$ cat src/rtl/cursor_position_ctrl.sv
// rtl/cursor_position_ctrl.sv - 8x8 cursor tracker with button auto-repeat (edge wrap via CURSOR_WRAP_EN)
module cursor_position_ctrl #(
    parameter int HOLD_CYCLES   = 12_500_000,
    parameter int REPEAT_CYCLES = 2_500_000,
    parameter logic [5:0] RESET_POS = 6'd0
) (
    input  logic       clk,
    input  logic       reset,
    input  logic       up,
    input  logic       down,
    input  logic       left,
    input  logic       right,
    output logic [5:0] position,
    output logic       moved
);

    localparam int MAX_CYCLES = (HOLD_CYCLES > REPEAT_CYCLES) ? HOLD_CYCLES : REPEAT_CYCLES;
    localparam int CW = $clog2(MAX_CYCLES + 1);
    localparam logic [CW-1:0] HOLD_LAST   = CW'(HOLD_CYCLES - 1);
    localparam logic [CW-1:0] REPEAT_LAST = CW'(REPEAT_CYCLES - 1);

    // Direction vector bit order: {up, down, left, right}
    localparam logic [3:0] D_RIGHT = 4'b0001;
    localparam logic [3:0] D_LEFT  = 4'b0010;
    localparam logic [3:0] D_DOWN  = 4'b0100;
    localparam logic [3:0] D_UP    = 4'b1000;

    typedef enum logic [1:0] {IDLE, HOLD, REPEAT} state_t;

    logic [3:0]    sync1;
    logic [3:0]    dir;
    logic [3:0]    held;
    logic [CW-1:0] cnt;
    state_t        state;
    logic          single;
    logic [5:0]    next_pos;

    // Compute the cell reached by one move in direction d; only one field changes
    function automatic logic [5:0] step(input logic [5:0] p, input logic [3:0] d);
        logic [2:0] row;
        logic [2:0] col;
        row = p[5:3];
        col = p[2:0];
`ifdef CURSOR_WRAP_EN
        case (d)
            D_RIGHT: col = col + 3'd1;
            D_LEFT:  col = col - 3'd1;
            D_DOWN:  row = row + 3'd1;
            D_UP:    row = row - 3'd1;
            default: ;
        endcase
`else
        case (d)
            D_RIGHT: if (col != 3'd7) col = col + 3'd1;
            D_LEFT:  if (col != 3'd0) col = col - 3'd1;
            D_DOWN:  if (row != 3'd7) row = row + 3'd1;
            D_UP:    if (row != 3'd0) row = row - 3'd1;
            default: ;
        endcase
`endif
        return {row, col};
    endfunction

    // Two-flop synchronizers for the raw asynchronous buttons
    always_ff @(posedge clk or posedge reset) begin
        if (reset) begin
            sync1 <= 4'd0;
            dir   <= 4'd0;
        end else begin
            sync1 <= {up, down, left, right};
            dir   <= sync1;
        end
    end

    // Exactly one button counts as a direction; none or several are ignored
    assign single   = $onehot(dir);
    assign next_pos = step(position, dir);

    // Press / hold / repeat FSM with registered position and move pulse
    always_ff @(posedge clk or posedge reset) begin
        if (reset) begin
            state    <= IDLE;
            held     <= 4'd0;
            cnt      <= '0;
            position <= RESET_POS;
            moved    <= 1'b0;
        end else begin
            moved <= 1'b0;
            case (state)
                IDLE: begin
                    cnt <= '0;
                    if (single) begin
                        position <= next_pos;
                        moved    <= (next_pos != position);
                        held     <= dir;
                        state    <= HOLD;
                    end
                end
                HOLD, REPEAT: begin
                    if (dir != held) begin
                        // Release or direction change: a pending repeat is dropped
                        cnt <= '0;
                        if (single) begin
                            position <= next_pos;
                            moved    <= (next_pos != position);
                            held     <= dir;
                            state    <= HOLD;
                        end else begin
                            state <= IDLE;
                        end
                    end else if (cnt == ((state == HOLD) ? HOLD_LAST : REPEAT_LAST)) begin
                        cnt      <= '0;
                        position <= next_pos;
                        moved    <= (next_pos != position);
                        state    <= REPEAT;
                    end else begin
                        cnt <= cnt + 1'b1;
                    end
                end
                default: begin
                    state <= IDLE;
                    cnt   <= '0;
                end
            endcase
        end
    end

endmodule

$ cat config.mk
export PLATFORM = sky130hd
export DESIGN_NAME = cursor_position_ctrl
export DESIGN_NICKNAME = d
export VERILOG_FILES = /design/src/rtl/cursor_position_ctrl.sv
export SDC_FILE = /design/constraint.sdc
export NUM_CORES = 1
export LEC_CHECK = 0
export ABC_AREA = 1
export CORE_UTILIZATION = 55
export CTS_CLUSTER_DIAMETER = 50
export DETAILED_ROUTE_END_ITERATION = 10
export GPL_TIMING_DRIVEN = 0
export PLACE_DENSITY_LB_ADDON = 0.3
export SETUP_SLACK_MARGIN = 0.4
export SLEW_MARGIN = 20
export SYNTH_ARGS = -nofsm -noshare
export SYNTH_HDL_FRONTEND = slang
export SYNTH_SLANG_ARGS = --single-unit
$ cat constraint.sdc
create_clock -name clk -period 2.4 [get_ports clk]
set_clock_uncertainty 0.1 [all_clocks]
set_input_delay 0.48 -clock clk [delete_from_list [all_inputs] [get_ports clk]]
set_output_delay 0.48 -clock clk [all_outputs]
set_load 0.01 [all_outputs]
==> qor.csv <==
stage;metric;value;unit
global_routing;first-pass GRT wire length;10.2;mm
power_and_ir_drop;Clk pwr share;0.200;
critical_path;crit end category;flop;
layout;# fillers;421;
detailed_routing;remaining antenna violation count;0;
critical_path;worst-path maximum fanout;5;
global_routing;vias in the first global route;2440;
yosys;register area share after synthesis;0.376;
floorplan;Chip Height;75.8;µm
layout;Final nets;465;
yosys;area leader, netlist;dfrtp_1;
global_routing;grt ovf;0;
detailed_routing;drt pass-1 iters;4;
floorplan;Die Wd;75.8;µm
yosys;library cells used by synthesis;33;
global_routing;initial antenna violation count;0;
power_and_ir_drop;Pint;1.43;mW
floorplan;Initial Util;0.579;
outcome;status;completed;
detailed_routing;DR DRC count;0;
yosys;FF+latch count, synth;45;
place;I/O Buffers;12;
critical_path;Crit path required time;2.49;ns
power_and_ir_drop;combinational fraction of design power;0.388;
place;Place WS;-0.154;ns
clock_network;H-tree depth;2;
yosys;Syn Nets;434;
timing;Fin. Hold Viols;0;
detailed_routing;WL final;6.22;mm
clock_network;Root Driver;clkbuf_8;
timing;Max-slew headroom;0.697;
clock_network;CTS tree;yes;
timing;setup violators final;0;
yosys;Yosys top cell area share;0.376;
timing;worst setup margin;0.0748;ns
power_and_ir_drop;Flop pwr share;0.412;
timing;RSZ-0062 raised after global routing;true;
power_and_ir_drop;Peak VDD IR;0.000371;V
power_and_ir_drop;Total Power;2.29;mW
worst_hold_path;HP Class;flop to flop;
critical_path;Startpoint Class;flop;
power_and_ir_drop;Sw Share;0.378;
clock_network;clk_lat worst skew;0.29;ns
timing;min cycle time layout;2.33;ns
timing;post-route setup TNS;0;ns
detailed_routing;via count;2677;
yosys;synthesized area;2990;µm²
yosys;Synth area leaders;dfrtp_1 38%, nand2_1 12%, nor2_1 8.2%;
critical_path;Arr. time, crit path;2.42;ns
clock_network;CTS clk-pin slew, worst paths;0.09;ns
clock_network;clk sinks;45;
floorplan;I/O pin cnt;13;
clock_network;hold buffer count at cts;0;
yosys;Yosys Warn Count;0;
clock_network;Clock Path Buffers;2;
layout;Antenna Cells;0;
floorplan;std cell rows;26;
layout;share of cells above drive strength 1;0.151;
floorplan;Core Footprint;5170;µm²
timing;Tcrit/Tclk final;0.969;
place;hpwl dp;4.71;mm
clock_network;TritonCTS Buffers;5;
critical_path;CP Class;flop to flop;
power_and_ir_drop;Pwr Density;659;nW/µm²
timing;fmax;0.430;GHz
detailed_routing;Avg WL per Cell;12.1;µm
power_and_ir_drop;P_sw;0.865;mW
flow_run;max cap viols;0;
floorplan;die area;5740;µm²
timing;Tightest Pin Transition;0.450;ns
global_routing;Tot GR Track Use;0.238;
power_and_ir_drop;Leak;1.62;nW
timing;fin. max-slew vios;0;
place;GPL Wtd Cong;0.932;
detailed_routing;initial drt markers;96;
global_routing;largest net degree at the start of global routing;30;
yosys;Syn Area/Cell;7.26;µm²
yosys;cell count after synthesis;412;
detailed_routing;via/cell ratio;5.21;
layout;Area Growth Syn to Fin;16.2;%
==> per-layer routing <==
| metal | share of wire | GRT usage | wire length (µm) | up-vias |
|---|---|---|---|---|
| li1 | - | - | - | 1350 |
| met1 | 0.44 | 0.278 | 2730 | 1267 |
| met2 | 0.51 | 0.438 | 3200 | 50 |
| met3 | 0.027 | 0.0370 | 170 | 10 |
| met4 | 0.019 | 0.0844 | 119 | 0 |
| met5 | 0 | 0 | 0 | - |
==> kinds of logic (layout without fill, tap and decap cells) <==
group,Yosys count,after routing,share of synthesized area
AND/OR/NAND/NOR,239,239,0.370
buffers and inverters,73,105,0.0970
flip-flops,45,45,0.376
AO/OA/AOI/OAI,31,31,0.0636
adder cells (fa/ha/maj),16,16,0.0694
XOR/XNOR,8,8,0.0234
==> cell usage in the layout (no fill, tap or decap), types with 2 or more instances in the layout <==
cell type,count
nand2_1,95
nor2_1,63
inv_1,62
dfrtp_1,45
nand3_1,26
nor3_1,15
ha_1,12
clkdlybuf4s50_1,12
o21ai_0,11
nand2_2,10
buf_4,10
nand4_1,9
a21oi_1,8
inv_2,7
nor2_4,6
clkbuf_8,5
xor2_1,4
xnor2_1,4
nor3b_2,4
nor2_2,3
o21ai_2,3
nand2_4,2
clkbuf_1,2
nor3_2,2
buf_6,2
o211ai_1,2
ha_4,2
clkinvlp_4,2
==> power groups by stage <==
stage	clock network [mW]	registers, mW	logic (mW)
6_report	0.457	0.944	0.888
2_1_floorplan	0	0.960	0.590
3_5_place_dp	0	0.958	0.821
3_3_place_gp	0	0.950	0.790
5_1_grt	0.500	0.960	1.01
4_1_cts	0.478	0.941	0.839
==> worst max-delay path, cell delays in order, from the launching register on <==
cell     delay (ns)
dfrtp_1        0.36
inv_2          0.06
fa_1           0.53
inv_1          0.04
ha_2           0.17
ha_4           0.22
nor2_4         0.09
nand2_4        0.07
a21oi_4        0.14
o21ai_4        0.07
nand2_2        0.10
buf_6          0.13
nand2_2        0.04
nand2_1        0.05
nand2_1        0.04
==> path summary, 6_finish.rpt <==
| check | start | endpoint | slack [ns] | cells past startpoint |
|---|---|---|---|---|
| setup / recovery | dir[0] | position[0] | 0.07 | 14 |
| hold / removal | sync1[2] | dir[2] | 0.25 | 0 |
| setup reg to reg | dir[0] | position[0] | 0.07 | 14 |
| hold reg to reg | sync1[2] | dir[2] | 0.25 | 0 |
| max in group asynchronous | reset | state[0] | 1.36 | 3 |
| min in group asynchronous | reset | cnt[0] | 0.37 | 2 |
==> layout make-up <==
class / count / area (µm²) / area share
Buffer: 4 / 37.5 / 0.0108
Clock buffer: 6 / 72.6 / 0.0209
Clock inverter: 2 / 15.0 / 0.00432
Inverter: 69 / 259 / 0.0745
Multi-Input combinational cell: 294 / 1650 / 0.475
Sequential cell: 45 / 1130 / 0.324
Tap cell: 70 / 87.6 / 0.0252
Timing Repair Buffer: 24 / 226 / 0.0651
==> sequential cells by signal, summed over array words and instances, names as in the netlist <==
name	flops
cnt	24
position	6
held	4
dir	4
moved	1
state	2
sync1	4
==> cells in the mapped netlist <==
library cell / number
nor2_4: 3
ha_1: 15
nor3b_2: 4
o211ai_1: 2
buf_6: 2
nor3_1: 15
nor2_2: 4
nand3b_1: 1
nor2_8: 1
nor3_2: 2
o21a_1: 1
fa_1: 1
dfrtp_1: 45
xor2_1: 4
nor4_2: 1
o22ai_1: 1
nand3_1: 27
nor2_1: 65
clkbuf_1: 1
a21oi_1: 9
nand2_2: 8
xnor2_1: 4
inv_1: 63
a31oi_1: 1
a22oi_1: 1
o21ai_4: 1
nand2_4: 1
o21ai_2: 3
nand4_1: 9
nand2_1: 98
buf_2: 1
inv_2: 6
o21ai_0: 12
==> per-stage QoR <==
step,cell area (µm²),utilization,hold slack [ns],instances
after CTS,3390,0.655,0.251,509
after global placement,3220,0.623,0.233,494
after detailed placement,3240,0.627,0.236,495
after global routing,3480,0.672,0.265,514
final,3480,0.672,0.254,514
after floorplan,3020,-,0.231,412
==> what timing repair did <==
item                       in CTS  in global routing
setup endpoints to repair      13                 27
gates resized for setup         4                 12
pin swaps                       3                  2
cloned                          1                  0
hold endpoints to repair        0                  0
buffers inserted                5                  5
No activity file was read; power rests on OpenSTA's default activity.
